==> config.mk <==
export PLATFORM = sky130hd
export DESIGN_NAME = counter_sequencer
export DESIGN_NICKNAME = d
export VERILOG_FILES = /design/src/rtl/counter_sequencer.sv
export SDC_FILE = /design/constraint.sdc
export NUM_CORES = 1
export LEC_CHECK = 0
export ABC_AREA = 1
export CAP_MARGIN = 20
export CELL_PAD_IN_SITES_DETAIL_PLACEMENT = 1
export CELL_PAD_IN_SITES_GLOBAL_PLACEMENT = 1
export CORE_ASPECT_RATIO = 1.2
export CORE_UTILIZATION = 30
export DETAILED_ROUTE_END_ITERATION = 10
export PLACE_DENSITY = 0.72
export SLEW_MARGIN = 15
export SYNTH_ARGS = -nofsm -noshare
export SYNTH_HDL_FRONTEND = slang
export SYNTH_SLANG_ARGS = --single-unit
export TNS_END_PERCENT = 50
==> constraint.sdc <==
create_clock -name Clk -period 1.4 [get_ports Clk]
set_input_delay 0.28 -clock Clk [delete_from_list [all_inputs] [get_ports Clk]]
set_output_delay 0.28 -clock Clk [all_outputs]
set_load 0.03 [all_outputs]
==> src/rtl/counter_sequencer.sv <==
// Command-driven front end for a 4-bit up/down loadable counter: sequences Load/Enable/UpDn/Data
// from LOAD/UP/DOWN/NOP commands and checks the counter's Q against a self-computed expectation.
module counter_sequencer #(
    parameter int WIDTH = 4,
    parameter int ERRW  = 8
) (
    input  logic             Clk,
    input  logic             Reset,
    input  logic             CmdValid,
    output logic             CmdReady,
    input  logic [1:0]       CmdOp,
    input  logic [WIDTH-1:0] CmdArg,
    input  logic             Abort,
    output logic             Load,
    output logic [WIDTH-1:0] Data,
    output logic             Enable,
    output logic             UpDn,
    input  logic [WIDTH-1:0] Q,
    output logic             Busy,
    output logic             Done,
    output logic             Mismatch,
    output logic [WIDTH-1:0] Expect,
    output logic [ERRW-1:0]  ErrCount
);

    typedef enum logic [1:0] {
        ST_IDLE  = 2'd0,
        ST_LOAD  = 2'd1,
        ST_COUNT = 2'd2,
        ST_CHECK = 2'd3
    } state_t;

    localparam logic [1:0]       OP_LOAD = 2'b00;
    localparam logic [1:0]       OP_UP   = 2'b01;
    localparam logic [1:0]       OP_DOWN = 2'b10;
    localparam logic [1:0]       OP_NOP  = 2'b11;
    localparam logic [WIDTH-1:0] ZERO_W  = {WIDTH{1'b0}};
    localparam logic [WIDTH-1:0] ONE_W   = {{(WIDTH-1){1'b0}}, 1'b1};
    localparam logic [ERRW-1:0]  ERR_MAX = {ERRW{1'b1}};
    localparam logic [ERRW-1:0]  ERR_ONE = {{(ERRW-1){1'b0}}, 1'b1};
    localparam logic [ERRW-1:0]  ERR_ZERO = {ERRW{1'b0}};

    state_t           state_r;
    state_t           state_s;
    logic [1:0]       op_r;
    logic [WIDTH-1:0] remain_r;
    logic [WIDTH-1:0] expect_r;
    logic [ERRW-1:0]  errcnt_r;
    logic             accept_s;
    logic             mismatch_s;

    function automatic logic [WIDTH-1:0] expect_value(input logic [1:0]       op,
                                                      input logic [WIDTH-1:0] arg,
                                                      input logic [WIDTH-1:0] q);
        logic [WIDTH-1:0] v;
        case (op)
            OP_LOAD: v = arg;
            OP_UP:   v = q + arg;
            OP_DOWN: v = q - arg;
            OP_NOP:  v = q;
            default: v = q;
        endcase
        return v;
    endfunction

    // Abort in IDLE blocks acceptance for that cycle.
    assign accept_s   = (state_r == ST_IDLE) && CmdValid && !Abort;
    assign mismatch_s = (state_r == ST_CHECK) && (Q != expect_r);

    // Next-state decode.
    always_comb begin
        state_s = state_r;
        case (state_r)
            ST_IDLE: begin
                if (accept_s) begin
                    case (CmdOp)
                        OP_LOAD: state_s = ST_LOAD;
                        OP_UP,
                        OP_DOWN: state_s = (CmdArg != ZERO_W) ? ST_COUNT : ST_CHECK;
                        default: state_s = ST_CHECK;
                    endcase
                end else begin
                    state_s = ST_IDLE;
                end
            end
            ST_LOAD: begin
                if (Abort) state_s = ST_IDLE;
                else       state_s = ST_CHECK;
            end
            ST_COUNT: begin
                if (Abort)                  state_s = ST_IDLE;
                else if (remain_r == ONE_W) state_s = ST_CHECK;
                else                        state_s = ST_COUNT;
            end
            ST_CHECK: state_s = ST_IDLE;
            default:  state_s = ST_IDLE;
        endcase
    end

    // State, latched command and expected value; remain_r doubles as the load value in LOAD.
    always_ff @(posedge Clk or posedge Reset) begin
        if (Reset) begin
            state_r  <= ST_IDLE;
            op_r     <= OP_LOAD;
            remain_r <= ZERO_W;
            expect_r <= ZERO_W;
        end else begin
            state_r <= state_s;
            if (accept_s) begin
                op_r     <= CmdOp;
                remain_r <= CmdArg;
                expect_r <= expect_value(CmdOp, CmdArg, Q);
            end else if (state_r == ST_COUNT) begin
                remain_r <= remain_r - ONE_W;
            end
        end
    end

    // Saturating mismatch counter, advanced only on a completed check.
    always_ff @(posedge Clk or posedge Reset) begin
        if (Reset) begin
            errcnt_r <= ERR_ZERO;
        end else if (mismatch_s && (errcnt_r != ERR_MAX)) begin
            errcnt_r <= errcnt_r + ERR_ONE;
        end
    end

    // Output decode from registered state.
    always_comb begin
        CmdReady = (state_r == ST_IDLE);
        Busy     = (state_r != ST_IDLE);
        Load     = (state_r == ST_LOAD);
        Data     = (state_r == ST_LOAD) ? remain_r : ZERO_W;
        Enable   = (state_r == ST_COUNT);
        UpDn     = (state_r == ST_COUNT) && (op_r == OP_UP);
        Done     = (state_r == ST_CHECK);
        Mismatch = mismatch_s;
        Expect   = expect_r;
        ErrCount = errcnt_r;
    end

endmodule
-- Word-level counts from Yosys, hierarchy flattened
Index checks and enable logic that the tools add are counted.
- bits in registers: 20
- word-level logic and storage cells: 42
- output and inout port bits: 23
- bits of input ports: 14
- equality and inequality tests: 10
- reduce and logical (&&, ||, !) cells: 12
- add/subtract/negate cells: 4
- mux-type cells: 11
- operators with widths (kind ; number):
    one-hot mux 4 bit (4 select lines) ; 1
    two-way mux 4 bit ; 3
    adder 8 x 1 -> 8 bit, second input constant ; 1
    == test 2 bit, second input constant ; 4
    != test 8 bit, second input constant ; 1
    one-hot mux 2 bit (4 select lines) ; 1
    == test 2 x 1 -> 1 bit, second input constant ; 3
    two-way mux 2 bit ; 3
    logical AND 1 bit ; 5
    adder 4 bit ; 1
    == test 4 x 1 -> 1 bit, second input constant ; 1
    zero test 2 bit ; 2
    != test 4 bit ; 1
    one-hot mux 2 bit (2 select lines) ; 1
    nonzero test 2 bit ; 2
    nonzero test 4 bit ; 1
    subtractor 4 x 1 -> 4 bit, second input constant ; 1
    subtractor 4 bit ; 1
    two-way mux 1 bit ; 2
    OR reduction 2 bit ; 1
    zero test 1 bit ; 1

-- Logic depth before layout (Yosys ltp)
- word-level depth: 5
- depth in mapped cells: 14
- mapped depth without buffers: 14

-- Worst setup path after synthesis
Ideal clock, no wire load.
- kind: register to output
- from: register state_r[1]
- to: output port Data[0]
- path slack: -0.371 ns
- data required time: 1.120 ns
- arrival time: 1.491 ns
- stages on the path, launching flop included: 4
- buffers on the path: 0
- cells stage by stage: dfrtp_1 > nor2_1 > inv_1 > nor2_1
- cells in the longest elaborated chain, start to end: 2
- ends and longest elaborated chain (element ; line ; text):
    from (decl) ; 43 ; state_t state_r;
    from (signal assigned) ; 108 ; state_r <= state_s;
    == test 2 x 1 -> 1 bit ; n/a ;
    via Load ; 14 ; output logic Load,
    two-way mux 4 bit ; 133 ; Data = (state_r == ST_LOAD) ? remain_r : ZERO_W;
    to (decl) ; 15 ; output logic [WIDTH-1:0] Data,
The timed path passes the listed nets, and every way through them passes these cells.

-- Worst setup path in the final report
- from: register state_r[1]
- to: output port Data[2]
- cells in the longest elaborated chain, start to end: 2
- ends and longest elaborated chain (element ; line):
    == test 2 x 1 -> 1 bit ; 133
    two-way mux 4 bit ; 133
Every way passes these cells.

==> flow_summary_export.csv <==
group,metric,value,unit
cells_and_area,multi_input_area,985,µm²
pwr,p_seq_share,24.4,%
setup_path,critPathMaxFanout,4,
setup_path,startpoint,"state_r[1]$_DFF_PP0_",
cells_and_area,postLayoutCoreUtil,55.4,%
logic_synthesis,synth_area_per_cell,7.55,µm²
clocking,cts.path.max_buffers,2,
place,port_buffers,36,
grt,grt.total_usage,19.1,%
setup_path,cp.required,1120,ps
worst_hold_path,hold_class,"input pin to async pin",
cells_and_area,drive_gt1_share,46.3,%
cells_and_area,regArea,500,µm²
timing,finalSetupViolCount,16,
timing,grt_setup_unrepaired,"true",
timing,worst_slack,-178,ps
cells_and_area,num_antenna_cells,0,
setup_path,start_kind,"flop",
cells_and_area,mostFrequentLayoutCells,"45 x buf_4, 37 x nand2_1, 30 x inv_1",
logic_synthesis,seq_area_frac_synth,34.3,%
drt,drt-pass1-iter-count,4,
drt,vias,1587,
drt,wl_per_cell,14.1,µm
pwr,vdd_ir_drop_max,0.000516,V
clocking,cts.clk_slew.worst_paths,80,ps
clocking,cts_max_level,1,
setup_path,crit_type,"flop to output port",
cells_and_area,final_area,2570,µm²
drt,drtIter0Drc,35,
timing,slew_viol_final,0,
setup_path,cp.arrival,1300,ps
logic_synthesis,synth_area,1460,µm²
timing,period_share,113,%
job,cap_violations,0,
grt,first_global_vias,1633,
die,die_w,65.6,µm
clocking,cts_tree,"built",
logic_synthesis,ys_types,27,
pwr,internal_power,2.15,mW
clocking,cts.hold.buffers_added,0,
drt,wirelength,4790,µm
logic_synthesis,synthCells,193,
grt,overflow,0,
timing,max_freq,634,MHz
timing,worst_slew_pin_slew,306,ps
pwr,power.density,1510,nW/µm²
place,dp_hpwl,3480,µm
cells_and_area,layout.nets,308,
timing,max_slew_margin,79.7,%
timing,min_period,1580,ps
die,initial_utilization,31.5,%
die,die_area,5140,µm²
die,rows,27,
drt,drc,0,
drt,ant_nets,0,
grt,grt_pass1_wl,7420,µm
outcome,status,"finished, violations left",
logic_synthesis,synth_seq_cells,20,
timing,hold_viol_final,0,
pwr,switchingPower,1.73,mW
die,coreArea,4630,µm²
clocking,cts.sinks,20,
grt,antenna_found_initial,0,
setup_path,cp-end-kind,"output port",
outcome,violations,"negative setup slack",
cells_and_area,synthToLayoutAreaGrowth,76.1,%
grt,grt_max_degree,21,
cells_and_area,final_common_cell,"buf_4",
place,gp_congestion,0.768,
clocking,cts_root_buf,"clkbuf_8",
clocking,cts_inserted_buffers,3,
cells_and_area,fillers,545,
pwr,p_leak,1.31,nW
pwr,power.share.switching,44.6,%
setup_path,r2r_start,"state_r[0]$_DFF_PP0_",
setup_path,rr_worst_depth,7,
pwr,clkPwrFrac,10.0,%
clocking,worstSkewPairLatency,260,ps
logic_synthesis,ys_warn_count,0,
drt,viasPerCell,4.68,
place,dpl_cell_area,2280,µm²
die,die_h,78.4,µm
pwr,p_comb_share,65.6,%
logic_synthesis,synth_nets,218,
die,ios,37,
timing,skew,4.75,ps
==> layout make-up <==
class	instances	area share, %
inverter	41	7.36
sequential	20	19.5
tap	58	2.83
timing repair buffer	87	30.3
clock buffer	3	1.61
multi-input combinational	130	38.4
==> cells in the mapped netlist <==
master,instances,area (µm²)
o22ai_1,3,18.8
buf_6,1,11.3
nand4_1,3,18.8
nand3b_1,1,7.51
dfrtp_1,20,500
o221ai_1,3,26.3
nor2_1,15,56.3
fa_1,1,20.0
o21ai_2,6,52.6
ha_1,10,125
xor2_1,9,78.8
nand3_2,2,20.0
a21oi_1,4,20.0
a22oi_1,1,7.51
o21bai_1,1,7.51
o211ai_1,1,7.51
o311ai_0,1,8.76
nor2_2,2,12.5
inv_1,41,154
nand3_1,5,25.0
buf_2,1,5.00
o21ai_0,9,45.0
nor3_1,2,10.0
and2_1,1,6.26
xnor2_1,5,43.8
clkbuf_1,1,3.75
nand2_1,44,165
==> routing by layer <==
layer  global-route usage (%)  vias to the layer above  routed length, µm
met5                        0                        -                  0
met4                     7.17                        0                114
met3                     1.31                        9                 88
met2                     35.0                       35               2640
met1                     22.6                      758               1950
li1                         -                      785                  -
==> final timing paths <==
check	to	slack, ps
worst max-delay path	Data[2]	-180
worst min-delay path	ErrCount[2]$_DFFE_PP0P_	350
worst min register to register	op_r[1]$_DFFE_PP0P_	520
min in group Clk	op_r[0]$_DFFE_PP0P_	390
worst max register to register	remain_r[3]$_DFFE_PP0P_	-30
max in group asynchronous	state_r[1]$_DFF_PP0_	830
==> flip-flops by register name, indices dropped and copies added (netlist names) <==
register,count
Expect,4
ErrCount,8
remain_r,4
op_r,2
state_r,2
==> per-stage QoR <==
step                      total power, mW  hold WS, ps  setup slack (ps)  cells  setup TNS (ps)
after global routing                 4.11          380              -236    339           -2630
after floorplan                      2.11          244              -183    193           -1140
after detailed placement             3.09          499             -1020    331           -8170
after CTS                            3.69          359              -210    338           -1880
after global placement               3.02          466              -927    331           -7390
final                                3.88          350              -178    339           -1620
==> kinds of logic after synthesis <==
| logic type | Yosys count | share of synthesized area [%] |
|---|---|---|
| XOR/XNOR | 14 | 8.41 |
| flip-flops | 20 | 34.3 |
| adder cells (fa/ha/maj) | 11 | 9.96 |
| AO/OA/AOI/OAI | 29 | 13.3 |
| AND/OR/NAND/NOR | 75 | 22.1 |
| buffers and inverters | 44 | 11.9 |
==> power groups by stage <==
stage | clock, mW | combinational (mW) | sequential, mW
3_5_place_dp | 0 | 2.15 | 0.940
3_3_place_gp | 0 | 2.09 | 0.927
4_1_cts | 0.397 | 2.36 | 0.933
5_1_grt | 0.420 | 2.72 | 0.968
6_report | 0.389 | 2.54 | 0.945
2_1_floorplan | 0 | 0.944 | 1.16
==> repair_timing <==
| item | 4_1_cts | 5_1_grt |
|---|---|---|
| setup buffers | 4 | 2 |
| setup endpoints to repair | 28 | 30 |
| pin swaps | 18 | 12 |
| gates cloned | 0 | 1 |
| resized for setup | 86 | 34 |
==> critical path: stages (launching register included) <==
cell and delay [ps]:
dfrtp_1 390, buf_6 120, buf_6 120, nor2_4 110
inv_4 60, nor2_2 100, buf_6 140
Note: power is estimated with default switching activity, not from simulation.
